$ cat src/rtl/arr_pkg.sv
// Shared widths for the 4x4 weight-stationary MAC array.
// Imported by the interface, the PE and the top level.
package arr_pkg;
  localparam int N      = 4;
  localparam int DATA_W = 8;
  localparam int ACC_W  = 24;
  localparam int PROD_W = 2 * DATA_W;
endpackage

$ cat src/rtl/arr_if.sv
// Edge bus of the array: fault flags, hold, weight/activation
// inputs and the bottom/right edge register taps.
interface arr_if;
  import arr_pkg::*;

  logic              Err_mac;
  logic              Err_mult;
  logic              hold;
  logic [DATA_W-1:0] w1_in;
  logic [DATA_W-1:0] w2_in;
  logic [DATA_W-1:0] w3_in;
  logic [DATA_W-1:0] w4_in;
  logic [DATA_W-1:0] a1_in;
  logic [DATA_W-1:0] a2_in;
  logic [DATA_W-1:0] a3_in;
  logic [DATA_W-1:0] a4_in;
  logic [DATA_W-1:0] w1_out;
  logic [DATA_W-1:0] w2_out;
  logic [DATA_W-1:0] w3_out;
  logic [DATA_W-1:0] w4_out;
  logic [DATA_W-1:0] a1_out;
  logic [DATA_W-1:0] a2_out;
  logic [DATA_W-1:0] a3_out;
  logic [DATA_W-1:0] a4_out;
  logic [ACC_W-1:0]  c1_out;
  logic [ACC_W-1:0]  c2_out;
  logic [ACC_W-1:0]  c3_out;
  logic [ACC_W-1:0]  c4_out;

  modport master (
    output Err_mac, Err_mult, hold,
    output w1_in, w2_in, w3_in, w4_in,
    output a1_in, a2_in, a3_in, a4_in,
    input  w1_out, w2_out, w3_out, w4_out,
    input  a1_out, a2_out, a3_out, a4_out,
    input  c1_out, c2_out, c3_out, c4_out
  );

  modport slave (
    input  Err_mac, Err_mult, hold,
    input  w1_in, w2_in, w3_in, w4_in,
    input  a1_in, a2_in, a3_in, a4_in,
    output w1_out, w2_out, w3_out, w4_out,
    output a1_out, a2_out, a3_out, a4_out,
    output c1_out, c2_out, c3_out, c4_out
  );
endinterface

$ cat src/rtl/arr_pe.sv
// One MAC cell: weight, activation and partial-sum registers.
// Ports: w_up/a_left/p_up from neighbours, *_q register taps out.
module arr_pe
  import arr_pkg::*;
(
  input  logic              clk,
  input  logic              rst_n,
  input  logic              hold,
  input  logic              err_mac,
  input  logic              err_mult,
  input  logic [DATA_W-1:0] w_up,
  input  logic [DATA_W-1:0] a_left,
  input  logic [ACC_W-1:0]  p_up,
  output logic [DATA_W-1:0] w_q,
  output logic [DATA_W-1:0] a_q,
  output logic [ACC_W-1:0]  p_q
);

  logic [DATA_W-1:0] w_d;
  logic [DATA_W-1:0] a_d;
  logic [ACC_W-1:0]  p_d;
  logic [PROD_W-1:0] prod_raw;
  logic [PROD_W-1:0] prod;
  logic [ACC_W-1:0]  sum;

  // Fault flips: product bit 0 before the add, sum bit 0 after.
  always_comb begin
    prod_raw = a_left * w_q;
    prod     = {prod_raw[PROD_W-1:1], prod_raw[0] ^ err_mult};
    sum      = p_up + ACC_W'(prod);
    p_d      = {sum[ACC_W-1:1], sum[0] ^ err_mac};
    a_d      = a_left;
    w_d      = hold ? w_q : w_up;
  end

  always_ff @(posedge clk or negedge rst_n) begin
    if (!rst_n) begin
      w_q <= '0;
      a_q <= '0;
      p_q <= '0;
    end else begin
      w_q <= w_d;
      a_q <= a_d;
      p_q <= p_d;
    end
  end

endmodule

$ cat src/rtl/arr_4x4.sv
// 4x4 weight-stationary systolic MAC array top level.
// Ports: arr_if slave bus (edges), clk, async active-low rst_n.
module arr_4x4
  import arr_pkg::*;
(
  arr_if.slave bus,
  input logic  clk,
  input logic  rst_n
);

  logic [DATA_W-1:0] w_in [N];
  logic [DATA_W-1:0] a_in [N];
  logic [DATA_W-1:0] w_q  [N][N];
  logic [DATA_W-1:0] a_q  [N][N];
  logic [ACC_W-1:0]  p_q  [N][N];

  assign w_in[0] = bus.w1_in;
  assign w_in[1] = bus.w2_in;
  assign w_in[2] = bus.w3_in;
  assign w_in[3] = bus.w4_in;
  assign a_in[0] = bus.a1_in;
  assign a_in[1] = bus.a2_in;
  assign a_in[2] = bus.a3_in;
  assign a_in[3] = bus.a4_in;

  for (genvar r = 0; r < N; r++) begin : g_row
    for (genvar c = 0; c < N; c++) begin : g_col
      logic [DATA_W-1:0] w_up;
      logic [DATA_W-1:0] a_left;
      logic [ACC_W-1:0]  p_up;

      if (r == 0) begin : g_top
        assign w_up = w_in[c];
        assign p_up = '0;
      end else begin : g_inner
        assign w_up = w_q[r-1][c];
        assign p_up = p_q[r-1][c];
      end

      if (c == 0) begin : g_left
        assign a_left = a_in[r];
      end else begin : g_right
        assign a_left = a_q[r][c-1];
      end

      arr_pe u_pe (
        .clk      (clk),
        .rst_n    (rst_n),
        .hold     (bus.hold),
        .err_mac  (bus.Err_mac),
        .err_mult (bus.Err_mult),
        .w_up     (w_up),
        .a_left   (a_left),
        .p_up     (p_up),
        .w_q      (w_q[r][c]),
        .a_q      (a_q[r][c]),
        .p_q      (p_q[r][c])
      );
    end
  end

  assign bus.w1_out = w_q[N-1][0];
  assign bus.w2_out = w_q[N-1][1];
  assign bus.w3_out = w_q[N-1][2];
  assign bus.w4_out = w_q[N-1][3];
  assign bus.a1_out = a_q[0][N-1];
  assign bus.a2_out = a_q[1][N-1];
  assign bus.a3_out = a_q[2][N-1];
  assign bus.a4_out = a_q[3][N-1];
  assign bus.c1_out = p_q[N-1][0];
  assign bus.c2_out = p_q[N-1][1];
  assign bus.c3_out = p_q[N-1][2];
  assign bus.c4_out = p_q[N-1][3];

endmodule

$ cat src/flat_wrapper.sv
// flat-port wrapper written by rule: the top's interface ports become plain ports
module arr_4x4_flat import arr_pkg::*;
  (clk, rst_n, bus_Err_mac, bus_Err_mult, bus_hold, bus_w1_in, bus_w2_in, bus_w3_in, bus_w4_in, bus_a1_in, bus_a2_in, bus_a3_in, bus_a4_in, bus_w1_out, bus_w2_out, bus_w3_out, bus_w4_out, bus_a1_out, bus_a2_out, bus_a3_out, bus_a4_out, bus_c1_out, bus_c2_out, bus_c3_out, bus_c4_out);
  arr_if bus_i ();
  input logic clk;
  input logic rst_n;
  input wire logic [$bits(bus_i.Err_mac)-1:0] bus_Err_mac;
  input wire logic [$bits(bus_i.Err_mult)-1:0] bus_Err_mult;
  input wire logic [$bits(bus_i.hold)-1:0] bus_hold;
  input wire logic [$bits(bus_i.w1_in)-1:0] bus_w1_in;
  input wire logic [$bits(bus_i.w2_in)-1:0] bus_w2_in;
  input wire logic [$bits(bus_i.w3_in)-1:0] bus_w3_in;
  input wire logic [$bits(bus_i.w4_in)-1:0] bus_w4_in;
  input wire logic [$bits(bus_i.a1_in)-1:0] bus_a1_in;
  input wire logic [$bits(bus_i.a2_in)-1:0] bus_a2_in;
  input wire logic [$bits(bus_i.a3_in)-1:0] bus_a3_in;
  input wire logic [$bits(bus_i.a4_in)-1:0] bus_a4_in;
  output wire logic [$bits(bus_i.w1_out)-1:0] bus_w1_out;
  output wire logic [$bits(bus_i.w2_out)-1:0] bus_w2_out;
  output wire logic [$bits(bus_i.w3_out)-1:0] bus_w3_out;
  output wire logic [$bits(bus_i.w4_out)-1:0] bus_w4_out;
  output wire logic [$bits(bus_i.a1_out)-1:0] bus_a1_out;
  output wire logic [$bits(bus_i.a2_out)-1:0] bus_a2_out;
  output wire logic [$bits(bus_i.a3_out)-1:0] bus_a3_out;
  output wire logic [$bits(bus_i.a4_out)-1:0] bus_a4_out;
  output wire logic [$bits(bus_i.c1_out)-1:0] bus_c1_out;
  output wire logic [$bits(bus_i.c2_out)-1:0] bus_c2_out;
  output wire logic [$bits(bus_i.c3_out)-1:0] bus_c3_out;
  output wire logic [$bits(bus_i.c4_out)-1:0] bus_c4_out;
  assign bus_i.Err_mac = bus_Err_mac;
  assign bus_i.Err_mult = bus_Err_mult;
  assign bus_i.hold = bus_hold;
  assign bus_i.w1_in = bus_w1_in;
  assign bus_i.w2_in = bus_w2_in;
  assign bus_i.w3_in = bus_w3_in;
  assign bus_i.w4_in = bus_w4_in;
  assign bus_i.a1_in = bus_a1_in;
  assign bus_i.a2_in = bus_a2_in;
  assign bus_i.a3_in = bus_a3_in;
  assign bus_i.a4_in = bus_a4_in;
  assign bus_w1_out = bus_i.w1_out;
  assign bus_w2_out = bus_i.w2_out;
  assign bus_w3_out = bus_i.w3_out;
  assign bus_w4_out = bus_i.w4_out;
  assign bus_a1_out = bus_i.a1_out;
  assign bus_a2_out = bus_i.a2_out;
  assign bus_a3_out = bus_i.a3_out;
  assign bus_a4_out = bus_i.a4_out;
  assign bus_c1_out = bus_i.c1_out;
  assign bus_c2_out = bus_i.c2_out;
  assign bus_c3_out = bus_i.c3_out;
  assign bus_c4_out = bus_i.c4_out;
  arr_4x4 u_core (.bus(bus_i), .clk(clk), .rst_n(rst_n));
endmodule
$ cat config.mk
export PLATFORM = sky130hd
export DESIGN_NAME = arr_4x4_flat
export DESIGN_NICKNAME = d
export VERILOG_FILES = /design/src/rtl/arr_pkg.sv /design/src/rtl/arr_if.sv /design/src/rtl/arr_pe.sv /design/src/rtl/arr_4x4.sv /design/src/flat_wrapper.sv
export SDC_FILE = /design/constraint.sdc
export NUM_CORES = 2
export LEC_CHECK = 0
export CAP_MARGIN = 10
export CELL_PAD_IN_SITES_DETAIL_PLACEMENT = 1
export CELL_PAD_IN_SITES_GLOBAL_PLACEMENT = 1
export CORE_MARGIN = 2
export CORE_UTILIZATION = 40
export CTS_CLUSTER_DIAMETER = 100
export DETAILED_ROUTE_END_ITERATION = 16
export PLACE_DENSITY_LB_ADDON = 0.25
export SYNTH_ARGS = -nofsm -noshare
export SYNTH_HDL_FRONTEND = slang
export SYNTH_SLANG_ARGS = --single-unit
$ cat constraint.sdc
create_clock -name clk -period 15.1 [get_ports clk]
set_input_delay 3.02 -clock clk [delete_from_list [all_inputs] [get_ports clk]]
set_output_delay 3.02 -clock clk [all_outputs]
set_load 0.03 [all_outputs]
==> reports/results.ini <==
[critical_path]
critPathCaptureType = flop
crit_path_top_delay_cell = clkdlybuf4s50_1
ordered_cell_list_for_the_critical_path = clkdlybuf4s50_1, nand2_1, fa_1, fa_1, inv_1, fa_1, inv_1, fa_1, inv_1, ha_1, o21ai_0, o21a_1, o31ai_1, a21o_1, a21oi_1, xnor2_1, ha_1, a21o_1, a21oi_1, o21ai_0, a2111oi_0, nand4b_1
path_buf_inv = 4
path_common_cell = fa_1
timing.setup.critical_path_class = primary input to flop
crit_required_ps = 15690
worstReg2RegStart = u_core.g_row[2].g_col[0].u_pe.a_q[5]
regToRegSetupSlack_ps = 8970
critPathMaxStageDelay_ps = 640
worst_ep_arrival_time_ps = 8990
critical_path.startpoint_type = primary input
critical_path.reg2reg.endpoint = u_core.g_row[2].g_col[1].u_pe.p_q[16]
cp_top_family = adder cells
highest_net_fanout_along_the_worst_path = 9
r2r_cells = 22

[timing]
finalHoldWorstSlack_ps = 460
min_period_over_period = 0.556
timing.final.max_slew_violations = 0
setup-tns-final_ps = 0
fin_skew_ps = 27.6
setup_violations = 0
period_needed_ps = 8400
relSlewSlack = 0.382
rsz0062_at_grt = no
hold_viol_final = 0
clock.fmax_mhz = 119
timing_worst_slew_pin_value_ps = 926

[job]
max_cap_violations = 0

[hold_path]
worstHoldStart = u_core.g_row[2].g_col[3].u_pe.p_q[17]
hold_wc_path_type = flop to flop
hold-path-endpoint = u_core.g_row[3].g_col[3].u_pe.p_q[17]
hold_depth = 1

[yosys]
synth.yosys.seq_area_share = 0.234
synthesis.yosys.warnings = 0
syn_std_cell_area_um2 = 57300
postSynth.topFlopCell = dfrtp_1
post_synthesis_async_set_or_reset_flop_share = 1.00
edff_count_synth = 0
synth.distinct_cells = 83
yosys_register_bits = 536
post_synth.cell_area_avg_um2 = 9.84
synthCells = 5825

[cts]
cts.root.buffer_cell = clkbuf_16
clk_pin_slew_ps = 60
cts-root-to-sink-buffers = 3
postCtsSetupBuffers = 0
tritoncts = done
ctsResizeCount = 0
htree_levels = 3
numCtsBuffers = 73
cts.hold.buffers_added = 0
clk_latency_ps = 680
tritoncts_num_sinks = 536

[drt]
vias = 40800
wirelength_mm = 146
vias_per_cell = 5.10
dr.first_iter.drc_count = 1488
drt-wirelength-per-cell_um = 18.3
detailedRoute.firstPassIterationCount = 7
route.detailed.drc = 0
antenna_left = 0

[floorplanning]
die_area_um2 = 146000
floorplan.rows = 138
num_io_pins = 229
die_h_um = 383
initial_standard_cell_utilization_of_the_core = 0.404
floorplan.core_area_um2 = 142000
dieWidth_um = 383

[global_route]
grtUsageTotal = 0.204
antenna_violations_before_repair = 0
first_global_vias = 44600
grt_overflow = 0
grt_max_degree = 151
wire_length_of_the_first_global_routing_pass_mm = 242

[layout]
mostFrequentLayoutCell = inv_1
layout.cells.most_common_list = 885 x inv_1, 772 x ha_1, 748 x and2_1, 588 x fa_1, 536 x dfrtp_1
final_net_count = 7473
layout_cell_share_with_drive_strength_beyond_1 = 0.0492
design_area_um2 = 64000
final_cell_count_no_fill = 7988
area_growth_syn_to_layout_pct = 11.6
antenna_cells_inserted = 0

[placed_design]
gpl.final_weighted_congestion = 0.841
post-place-cells = 7859
cell_area_reported_after_detailed_placement_um2 = 61500
numPortBuffers = 208
detailedPlacementHpwl_mm = 117

[status]
outcome = complete, no violations

sequential cells by signal, summed over array words and instances (netlist names):
signal / flops
u_core.g_row.g_col.u_pe.p_q: 280
u_core.g_row.g_col.u_pe.a_q: 128
u_core.g_row.g_col.u_pe.w_q: 128
through the flow:
step	util	setup slack [ps]
floorplan	-	7230
global placement	0.433	6330
detailed placement	0.433	6040
CTS	0.451	6700
global route	0.451	6290
finish	0.451	6700
routing by layer:
layer | global-route usage | part of all wire | vias to the layer above
li1 | - | - | 19400
met1 | 0.295 | 0.50 | 20700
met3 | 0.0210 | 0.027 | 135
met2 | 0.329 | 0.46 | 461
met5 | 0 | 0 | -
met4 | 0.0480 | 0.018 | 0
final cells by class:
type | instances | area [um2]
Fill cell | 16100 | 77900
Multi-Input combinational cell | 4332 | 40300
Sequential cell | 536 | 13400
Inverter | 885 | 3320
Tap cell | 1890 | 2360
Timing Repair Buffer | 216 | 2150
Clock buffer | 96 | 2000
Clock inverter | 33 | 475
logic make-up (layout without fill, tap and decap cells):
| kind of cell | count (synthesis) | count (layout) | share of synthesized area |
|---|---|---|---|
| AND/OR/NAND/NOR | 1607 | 1607 | 0.149 |
| other | 1 | 20 | 0.0000654 |
| adder cells (fa/ha/maj) | 1360 | 1360 | 0.374 |
| XOR/XNOR | 355 | 355 | 0.0542 |
| AO/OA/AOI/OAI | 860 | 860 | 0.0988 |
| flip-flops | 536 | 536 | 0.234 |
| multiplexers | 130 | 130 | 0.0255 |
| buffers and inverters | 976 | 1230 | 0.0652 |
worst reg2reg max path, delay by kind of cell, from the launching register on:
family | cells | cell delay (ps)
buffers and inverters | 4 | 200
AO/OA/AOI/OAI | 6 | 1420
adder cells (fa/ha/maj) | 6 | 2740
XOR/XNOR | 2 | 220
AND/OR/NAND/NOR | 4 | 910
flip-flops | 1 | 540
Yosys cell counts (14+ instances only):
library cell	instances	area [um2]
inv_1	885	3320
ha_1	772	9660
and2_1	748	4680
fa_1	588	11800
dfrtp_1	536	13400
nand2_1	401	1510
a21oi_1	249	1250
xnor2_1	239	2090
nor2_1	187	702
o21ai_0	150	751
mux2_2	128	1440
a21o_1	120	901
xor2_1	116	1020
clkbuf_1	67	251
a211oi_1	61	458
nand3_1	58	290
nor3_1	49	245
nor2b_1	44	275
o21bai_1	43	323
o21a_1	42	315
a31oi_1	29	181
nand2b_1	28	175
nand4_1	25	156
and3_1	21	131
buf_4	20	150
o31ai_1	18	135
a31o_2	14	123
worst max-delay path by stage:
stage	start	to	cells after the start
floorplan	bus_a3_in[5]	u_core.g_row[2].g_col[0].u_pe.p_q[15]	21
CTS	bus_a4_in[5]	u_core.g_row[3].g_col[0].u_pe.p_q[17]	22
global placement	bus_a2_in[5]	u_core.g_row[1].g_col[0].u_pe.p_q[16]	22
detailed placement	bus_a4_in[5]	u_core.g_row[3].g_col[0].u_pe.p_q[17]	22
global route	bus_a4_in[5]	u_core.g_row[3].g_col[0].u_pe.p_q[17]	22
finish	bus_a4_in[5]	u_core.g_row[3].g_col[0].u_pe.p_q[17]	22
Power is left out: the tool's default activity adds up to more than one toggle a clock period on the data nets, which glitch-free logic cannot reach.
